--- src/rtl/id_ex_pipe_reg.sv ---
// ID/EX pipeline register with operand forwarding select, load-use bubble insertion,
// EX flush (remembered across a MEM stall) and PC / IF-ID hold generation.
// Optional build macro ID_EX_PERF_CNT_EN adds bubble/flush event counters.
module id_ex_pipe_reg #(
    parameter int XLEN    = 32,
    parameter int ALUOP_W = 4
) (
    input  logic               clk,
    input  logic               rst_n,
    input  logic               valid_id,
    input  logic [XLEN-1:0]    pc_id,
    input  logic [XLEN-1:0]    imm_id,
    input  logic [XLEN-1:0]    rdata1_id,
    input  logic [XLEN-1:0]    rdata2_id,
    input  logic [4:0]         rs1_id,
    input  logic [4:0]         rs2_id,
    input  logic [4:0]         rd_id,
    input  logic               rf_we_id,
    input  logic               mem_we_id,
    input  logic               is_load_id,
    input  logic               is_branch_id,
    input  logic [ALUOP_W-1:0] alu_op_id,
    input  logic [1:0]         wb_sel_id,
    input  logic [XLEN-1:0]    rdata1_f,
    input  logic [XLEN-1:0]    rdata2_f,
    input  logic               rd1_sel,
    input  logic               rd2_sel,
    input  logic               load_stop,
    input  logic               flush_ex,
    input  logic               mem_stall,
    output logic               valid_ex,
    output logic [XLEN-1:0]    pc_ex,
    output logic [XLEN-1:0]    imm_ex,
    output logic [XLEN-1:0]    op1_ex,
    output logic [XLEN-1:0]    op2_ex,
    output logic [4:0]         rs1_ex,
    output logic [4:0]         rs2_ex,
    output logic [4:0]         rd_ex,
    output logic               rf_we_ex,
    output logic               mem_we_ex,
    output logic               is_load_ex,
    output logic               is_branch_ex,
    output logic [ALUOP_W-1:0] alu_op_ex,
    output logic [1:0]         wb_sel_ex,
    output logic               pc_hold,
    output logic               if_id_hold
`ifdef ID_EX_PERF_CNT_EN
    ,
    output logic [31:0]        bubble_cnt,
    output logic [31:0]        flush_cnt
`endif
);

    typedef struct packed {
        logic               valid;
        logic [XLEN-1:0]    pc;
        logic [XLEN-1:0]    imm;
        logic [XLEN-1:0]    op1;
        logic [XLEN-1:0]    op2;
        logic [4:0]         rs1;
        logic [4:0]         rs2;
        logic [4:0]         rd;
        logic               rf_we;
        logic               mem_we;
        logic               is_load;
        logic               is_branch;
        logic [ALUOP_W-1:0] alu_op;
        logic [1:0]         wb_sel;
    } ex_t;

    typedef enum logic {IDLE, FLUSH_PEND} state_t;

    state_t r_state, w_state_next;
    ex_t    r_ex, w_ex_next;
    logic   w_flush;
    logic   w_bubble_evt;
    logic   w_flush_evt;

    assign w_flush = flush_ex | (r_state == FLUSH_PEND);

    // NOTE: every always_comb output gets a default first, so no path can infer a latch.
    always_comb begin
        w_state_next = r_state;
        w_ex_next    = r_ex;
        w_bubble_evt = 1'b0;
        w_flush_evt  = 1'b0;
        if (mem_stall) begin
            if (flush_ex) w_state_next = FLUSH_PEND;
        end else if (w_flush) begin
            w_ex_next    = '0;
            w_state_next = IDLE;
            w_flush_evt  = 1'b1;
        end else if (load_stop) begin
            w_ex_next    = '0;
            w_bubble_evt = 1'b1;
        end else begin
            w_ex_next.valid     = valid_id;
            w_ex_next.pc        = pc_id;
            w_ex_next.imm       = imm_id;
            w_ex_next.op1       = rd1_sel ? rdata1_f : rdata1_id;
            w_ex_next.op2       = rd2_sel ? rdata2_f : rdata2_id;
            w_ex_next.rs1       = rs1_id;
            w_ex_next.rs2       = rs2_id;
            w_ex_next.rd        = rd_id;
            w_ex_next.rf_we     = rf_we_id & valid_id;
            w_ex_next.mem_we    = mem_we_id & valid_id;
            w_ex_next.is_load   = is_load_id & valid_id;
            w_ex_next.is_branch = is_branch_id & valid_id;
            w_ex_next.alu_op    = alu_op_id;
            w_ex_next.wb_sel    = wb_sel_id;
        end
    end

    // NOTE: sequential state uses non-blocking assignments so all registers update together.
    always_ff @(posedge clk) begin
        if (!rst_n) begin
            r_state <= IDLE;
            r_ex    <= '0;
        end else begin
            r_state <= w_state_next;
            r_ex    <= w_ex_next;
        end
    end

    // A pending or current flush wins over a load stall so the PC can redirect.
    assign pc_hold    = mem_stall | (load_stop & ~w_flush);
    assign if_id_hold = pc_hold;

    assign valid_ex     = r_ex.valid;
    assign pc_ex        = r_ex.pc;
    assign imm_ex       = r_ex.imm;
    assign op1_ex       = r_ex.op1;
    assign op2_ex       = r_ex.op2;
    assign rs1_ex       = r_ex.rs1;
    assign rs2_ex       = r_ex.rs2;
    assign rd_ex        = r_ex.rd;
    assign rf_we_ex     = r_ex.rf_we;
    assign mem_we_ex    = r_ex.mem_we;
    assign is_load_ex   = r_ex.is_load;
    assign is_branch_ex = r_ex.is_branch;
    assign alu_op_ex    = r_ex.alu_op;
    assign wb_sel_ex    = r_ex.wb_sel;

`ifdef ID_EX_PERF_CNT_EN
    logic [31:0] r_bubble_cnt;
    logic [31:0] r_flush_cnt;

    always_ff @(posedge clk) begin
        if (!rst_n) begin
            r_bubble_cnt <= '0;
            r_flush_cnt  <= '0;
        end else begin
            if (w_bubble_evt) r_bubble_cnt <= r_bubble_cnt + 32'd1;
            if (w_flush_evt)  r_flush_cnt  <= r_flush_cnt + 32'd1;
        end
    end

    assign bubble_cnt = r_bubble_cnt;
    assign flush_cnt  = r_flush_cnt;
`else
    logic w_unused_evt;
    assign w_unused_evt = w_bubble_evt | w_flush_evt;
`endif

endmodule

--- config.mk ---
export PLATFORM = sky130hd
export DESIGN_NAME = id_ex_pipe_reg
export DESIGN_NICKNAME = d
export VERILOG_FILES = /design/src/rtl/id_ex_pipe_reg.sv
export SDC_FILE = /design/constraint.sdc
export NUM_CORES = 1
export LEC_CHECK = 0
export CAP_MARGIN = 25
export CELL_PAD_IN_SITES_DETAIL_PLACEMENT = 1
export CELL_PAD_IN_SITES_GLOBAL_PLACEMENT = 1
export CORE_ASPECT_RATIO = 0.6
export CORE_MARGIN = 5
export CORE_UTILIZATION = 26
export CTS_CLUSTER_DIAMETER = 80
export CTS_CLUSTER_SIZE = 10
export DETAILED_ROUTE_END_ITERATION = 8
export PLACE_DENSITY_LB_ADDON = 0.15
export SYNTH_ARGS = -nofsm -noshare
export SYNTH_HDL_FRONTEND = slang
export SYNTH_SLANG_ARGS = --single-unit
--- constraint.sdc ---
create_clock -name clk -period 1.75 [get_ports clk]
set_input_delay 0.35 -clock clk [delete_from_list [all_inputs] [get_ports clk]]
set_output_delay 0.35 -clock clk [all_outputs]
set_load 0.05 [all_outputs]
==> results by group, run 1 <==
Final layout
  • Non-Filler Instances: 1104
  • Most common cell after layout, fill and taps aside: clkdlybuf4s50_1
  • Commonest non-fill, non-tap cells in the layout: 223 x clkdlybuf4s50_1, 168 x buf_4, 155 x dfxtp_1
  • Area grow syn2layout: 77.5%
  • Share of layout cells above drive strength 1: 33.9%
  • Post-layout nets: 1029
  • Filler cells: 2302

Timing
  • Final hold vios: 0
  • Setup total negative slack: 0 ns
  • Hold Slack: 0.463 ns
  • Skew final: 0.00447 ns
  • Final setup viols: 0
  • Min Tclk post-route: 1.68 ns
  • Slew HR: 71.2%
  • Worst-Margin Slew: 0.432 ns
  • Period Utilization, post-route: 96.2%
  • Worst Setup Slack, final: 0.0666 ns
  • RSZ-0062 raised after global routing: no
  • Slew Viols, Final: 0
  • Fmax: 0.594 GHz

Setup path
  • Critical path fanouts, max: 6
  • CP required: 1.40 ns
  • Critical path class: input pin to output pin
  • Crit. End Element: output pin
  • Critical path launch point type: input pin
  • Crit path arrival time: 1.33 ns

Synth
  • Adder-Cell Fraction of Synth Area: 0%
  • Yosys cell types: 15
  • Largest family of logic cells by synthesized area: compound AO/OA/AOI/OAI gates
  • Synth warnings: 0
  • Top cell type's share of synthesized area: 54.1%
  • Largest cells by area after synthesis: dfxtp_1 54%, a32o_1 26%, mux2_2 12%, buf_2 2.4%, clkbuf_1 1.6%
  • Cell area after synthesis: 0.00574 sq mm
  • Post-synth top area cell: dfxtp_1
  • Post-synthesis mux area share: 12.6%
  • Avg Cell Area, Syn: 13.0 sq um
  • Compound-gate portion of the synthesized area: 27.0%
  • Cell count after synthesis: 443
  • Sequential share of the synthesized area: 54.1%
  • Number of synthesized register bits: 155
  • Post-synth net total: 668
  • Area fraction in and, or, nand and nor cells after synthesis: 0.828%
  • Post-Synth XOR/XNOR Area: 0%

Die
  • CORE AREA: 0.0219 sq mm
  • Starting Density: 26.3%
  • Die ar.: 0.0252 sq mm
  • # IOs: 381
  • Die Ht: 125 um
  • Die width: 202 um
  • Row cnt: 42

Placed design
  • PortBufs: 380
  • Place WS: -0.136 ns
  • Routability cong.: 0.826
  • DP Wirelength: 18200 um
  • Number of instances in the placed design: 1071

Power and ir drop
  • PD cells: 909 mW/mm^2
  • Worst vdd ir: 0.611 mV
  • Leak: 4.08 nW
  • Tot Pwr: 0.00926 W

Run status
  • Status: finished clean

Clock tree
  • Total CTS buffers: 17
  • Clk_lat worst skew: 0.42 ns
  • Root Buffer: clkbuf_16
  • CTS tree: yes
  • Worst-path clk slew: 0.06 ns
  • Hold_buf cts: 0
  • Bufs on Longest Clock Path: 2
  • Setup bufs post-CTS: 0
  • Resized Gates After CTS: 1
  • CTS H-Tree Depth: 4
  • Num Clock Sinks: 155

GRT
  • Initial antenna violation count: 2
  • Tot GR Track Use: 18.2%
  • First-pass GRT wire length: 36200 um
  • Largest net degree at the start of global routing: 51
  • Total congestion overflow: 0
  • Vias in the first global route: 6086

Route
  • Via count: 5600
  • DR iter-0 viols: 286
  • First-pass DRT Iterations: 7
  • Routed wire length: 23700 um
  • Drt via density: 5.07
  • Post-DR wirelength/cell: 21.5 um
  • Final ANT Viol Nets: 0
  • Residual DRC: 0

Hold path
  • Hold WC Path Type: input pin to register

Flow run
  • Max-cap violations: 0
power by group:
part           internal, W  switching, W
clock              0.00264       0.00147
combinational     0.000787      0.000698
sequential         0.00361     0.0000465
total              0.00704       0.00222
worst paths after layout:
path / start / endpoint / slack, ns / cells after the start
min reg2reg: pc_ex[21] / pc_ex[21] / 0.47 / 1
max reg2reg: r_state / pc_ex[7] / 0.38 / 3
max: mem_stall / pc_hold / 0.07 / 4
min: rst_n / is_load_ex / 0.46 / 2
cells in the mapped netlist:
| master | count |
|---|---|
| a21o_1 | 1 |
| a32o_1 | 150 |
| a41o_1 | 4 |
| and2_1 | 1 |
| and3_1 | 4 |
| buf_2 | 28 |
| buf_4 | 1 |
| buf_6 | 7 |
| clkbuf_1 | 25 |
| dfxtp_1 | 155 |
| mux2_1 | 1 |
| mux2_2 | 63 |
| nor2_1 | 1 |
| nor2b_1 | 1 |
| nor4_1 | 1 |
critical path: stages:
cell	delay, ns
clkdlybuf4s50_1	0.44
buf_4	0.18
a21o_4	0.21
buf_12	0.15
metal layers:
metal / vias to the layer above / part of all wire (%) / track usage [%]
li1: 2555 / - / -
met3: 32 / 10 / 8.95
met4: 4 / 1.9 / 5.42
met5: - / 0.14 / 0
met1: 2778 / 40 / 20.5
met2: 231 / 48 / 30.5
cell type report:
type	count	area [sq um]	share of cell area, %
Sequential cell	155	3100	30.4
Tap cell	286	358	3.51
Antenna cell	1	2.50	0.0246
Clock inverter	11	190	1.87
Multi-Input combinational cell	227	2330	22.9
Timing Repair Buffer	403	3730	36.6
Clock buffer	21	470	4.62
state kept, by name, indices dropped and copies added (netlist names):
name          cells
r_state           1
mem_we_ex         1
alu_op_ex         4
is_branch_ex      1
op1_ex           32
valid_ex          1
rd_ex             5
wb_sel_ex         2
is_load_ex        1
rf_we_ex          1
pc_ex            32
rs2_ex            5
imm_ex           32
op2_ex           32
rs1_ex            5
stage by stage:
| stage | cell area (sq um) | utilization [%] |
|---|---|---|
| 2_1_floorplan | 5740 | - |
| 3_3_place_gp | 9520 | 43.5 |
| 3_5_place_dp | 9520 | 43.5 |
| 4_1_cts | 10200 | 46.6 |
| 5_1_grt | 10200 | 46.6 |
| 6_report | 10200 | 46.6 |
kinds of logic after synthesis:
family	count (synthesis)
buffers and inverters	61
DFF	155
and+or+nand+nor	8
AOI/OAI and AO/OA	155
muxes	64
No activity file was read; power rests on OpenSTA's default activity.
==> run 2: changes to the inputs <==
--- a/config.mk
+++ b/config.mk
@@ -9,12 +9,12 @@
 export CELL_PAD_IN_SITES_DETAIL_PLACEMENT = 1
 export CELL_PAD_IN_SITES_GLOBAL_PLACEMENT = 1
 export CORE_ASPECT_RATIO = 0.6
-export CORE_MARGIN = 5
 export CORE_UTILIZATION = 26
 export CTS_CLUSTER_DIAMETER = 80
 export CTS_CLUSTER_SIZE = 10
 export DETAILED_ROUTE_END_ITERATION = 8
 export PLACE_DENSITY_LB_ADDON = 0.15
+export SKIP_CTS_REPAIR_TIMING = 1
 export SYNTH_ARGS = -nofsm -noshare
 export SYNTH_HDL_FRONTEND = slang
 export SYNTH_SLANG_ARGS = --single-unit
==> constraint.sdc (replaced) <==
create_clock -name clk -period 1.75 [get_ports clk]
set_input_delay 0.2625 -clock clk [delete_from_list [all_inputs] [get_ports clk]]
set_output_delay 0.2625 -clock clk [all_outputs]
set_load 0.05 [all_outputs]
==> run 2 against run 1 <==
Compared with the run above: total power shrank 3.1%; routed wire length shrank 4.4%; clock-buffer cell count is the same; sequential cell count is the same; first-iteration DRC count shrank 31%; die area shrank 10%; clock skew grew 0.0027 ns; via count shrank 1.4%; setup slack gained 0.12 ns; sequential power is essentially flat; critical path depth is the same; critical endpoint unchanged.
==> results by group, run 2 (same netlist as run 1, synthesis figures left out) <==
Run status
  • Status: finished clean (unchanged)

Timing
  • Final hold vios: 0 (unchanged)
  • Min Tclk post-route: 1.56 ns (was 1.68 ns)
  • Setup total negative slack: 0 ns (unchanged)
  • Final setup viols: 0 (unchanged)
  • Period Utilization, post-route: 89.2% (was 96.2%)
  • Fmax: 0.641 GHz (was 0.594 GHz)
  • RSZ-0062 raised after global routing: no (unchanged)
  • Worst-Margin Slew: 0.588 ns (was 0.432 ns)
  • Hold Slack: 0.461 ns (was 0.463 ns)
  • Slew HR: 60.8% (was 71.2%)
  • Skew final: 0.00713 ns (was 0.00447 ns)
  • Slew Viols, Final: 0 (unchanged)

Final layout
  • Commonest non-fill, non-tap cells in the layout: 223 x clkdlybuf4s50_1, 155 x dfxtp_1, 150 x a32o_1 (was 223 x clkdlybuf4s50_1, 168 x buf_4, 155 x dfxtp_1)
  • Filler cells: 2236 (was 2302)
  • Area grow syn2layout: 78.9% (was 77.5%)
  • Multi-input gate area: 0.00233 sq mm (about the same)
  • Post-layout nets: 1024 (was 1029)
  • Fin util: 48.1% (was 46.6%)
  • Most common cell after layout, fill and taps aside: clkdlybuf4s50_1 (unchanged)
  • Ant. Diodes: 0 (was 1)
  • Reg area: 0.00310 sq mm (unchanged)
  • Non-Filler Instances: 1090 (was 1104)
  • Share of layout cells above drive strength 1: 28.7% (was 33.9%)

Setup path
  • Critical path cell sequence: clkdlybuf4s50_1 -> buf_4 -> a21o_1 -> buf_12 (was clkdlybuf4s50_1 -> buf_4 -> a21o_4 -> buf_12)
  • Critical Path Max Stage Delay: 0.51 ns (was 0.44 ns)
  • Critical path launch point type: input pin (unchanged)
  • Crit path arrival time: 1.30 ns (was 1.33 ns)
  • Worst Reg-to-Reg Cells: 4 (was 3)
  • Critical path fanouts, max: 6 (unchanged)
  • Crit. End Element: output pin (unchanged)
  • CP required: 1.49 ns (was 1.40 ns)
  • R2R setup slack: 0.34 ns (was 0.38 ns)
  • RR Startpoint: r_state (unchanged)
  • Critical path class: input pin to output pin (unchanged)
  • FF-to-FF End: op2_ex[1] (was pc_ex[7])
  • Crit-path slowest cell: clkdlybuf4s50_1 (unchanged)

Power and ir drop
  • Switching power: 0.00223 W (was 0.00222 W)
  • Clock share of power: 42.9% (was 44.5%)
  • PD cells: 874 mW/mm^2 (was 909 mW/mm^2)
  • Pint: 0.00675 W (was 0.00704 W)
  • Worst vdd ir: 0.621 mV (was 0.611 mV)
  • Flop pwr share: 40.8% (was 39.5%)
  • Net Sw Frac: 24.9% (was 23.9%)
  • Combinational power share: 16.3% (was 16.0%)
  • Leak: 4.62 nW (was 4.08 nW)

GRT
  • Tot GR Track Use: 19.2% (was 18.2%)
  • First-pass GRT wire length: 33200 um (was 36200 um)
  • Total congestion overflow: 0 (unchanged)
  • Largest net degree at the start of global routing: 66 (was 51)
  • Initial antenna violation count: 0 (was 2)
  • Vias in the first global route: 5649 (was 6086)

Route
  • DR iter-0 viols: 198 (was 286)
  • Drt via density: 5.06 (was 5.07)
  • Via count: 5519 (was 5600)
  • Routed wire length: 22700 um (was 23700 um)
  • Post-DR wirelength/cell: 20.8 um (was 21.5 um)
  • First-pass DRT Iterations: 5 (was 7)
  • Final ANT Viol Nets: 0 (unchanged)
  • Residual DRC: 0 (unchanged)

Clock tree
  • Bufs on Longest Clock Path: 2 (unchanged)
  • Clk_lat worst skew: 0.42 ns (about the same)
  • Worst-path clk slew: 0.06 ns (about the same)
  • CTS H-Tree Depth: 4 (unchanged)
  • CTS tree: yes (unchanged)
  • Root Buffer: clkbuf_16 (unchanged)
  • Total CTS buffers: 17 (unchanged)
  • Num Clock Sinks: 155 (unchanged)

Placed design
  • PortBufs: 380 (unchanged)
  • DP Wirelength: 16600 um (was 18200 um)
  • Routability cong.: 0.759 (was 0.826)
  • Number of instances in the placed design: 1059 (was 1071)

Die
  • # IOs: 381 (unchanged)
  • Die ar.: 0.0227 sq mm (was 0.0252 sq mm)
  • Starting Density: 26.9% (was 26.3%)
  • CORE AREA: 0.0213 sq mm (was 0.0219 sq mm)
  • Die width: 194 um (was 202 um)
  • Die Ht: 117 um (was 125 um)
  • Row cnt: 41 (was 42)

Flow run
  • Max-cap violations: 0 (unchanged)

Hold path
  • Hold Crit Depth: 2 (unchanged)
  • Worst Hold Launch: alu_op_id[1] (was rst_n)
  • Worst Hold End: alu_op_ex[1] (was is_load_ex)
  • Hold WC Path Type: input pin to register (unchanged)
==> run 2: changes by cell type in the layout (fill, tap and decap cells not counted), sizes merged <==
cell	previous run	this run
buf	180	138
dlymetal6s2s	0	37
bufinv	5	3
clkinv	5	3
clkinvlp	1	3
diode	1	0
inv	0	1
==> run 2: per-stage QoR <==
step           setup WS, ns  cell area, sq um  total power [W]
3_3_place_gp        0.00185              9570          0.00518
4_1_cts              -0.145             10200          0.00912
5_1_grt               0.130             10300          0.00932
2_1_floorplan         0.385              5740          0.00442
6_report              0.189             10300          0.00898
3_5_place_dp        -0.0626              9570          0.00521
==> run 2: routing by layer <==
metal / vias to the layer above / part of all wire [%] / GRT usage, %
met5: - / 0 / 0
met4: 0 / 0.81 / 4.55
met3: 14 / 8.6 / 7.88
met2: 221 / 51 / 34.3
met1: 2742 / 40 / 21.7
li1: 2542 / - / -
==> run 2: power by group through the flow <==
stage	Clock [W]	Sequential [W]	Combinational (W)
detailed placement	0	0.00374	0.00147
floorplan	0	0.00402	0.000396
global placement	0	0.00373	0.00144
global route	0.00411	0.00367	0.00154
CTS	0.00398	0.00366	0.00148
finish	0.00385	0.00366	0.00147
==> run 2: how the worst max path moves through the flow <==
stage                          start    endpoint  cells past startpoint
after detailed placement   mem_stall    pc_ex[3]                      5
final                      mem_stall     pc_hold                      4
after global placement     mem_stall   op2_ex[8]                      5
after floorplan              r_state     pc_hold                      3
after CTS                 imm_ex[20]  imm_ex[20]                      1
after global routing         r_state  if_id_hold                      3
==> run 2: worst max-delay path: cells and delay by family <==
kind	cells	cell delay [ns]
buf+inv	3	0.84
compound gates	1	0.19
==> run 2: layout make-up <==
class | count | share of cell area (%)
multi-input cells | 227 | 22.6
clock buffers | 21 | 4.58
clock inverters | 10 | 1.36
well taps | 279 | 3.40
flip-flops and latches | 155 | 30.2
repair buffers | 398 | 37.8
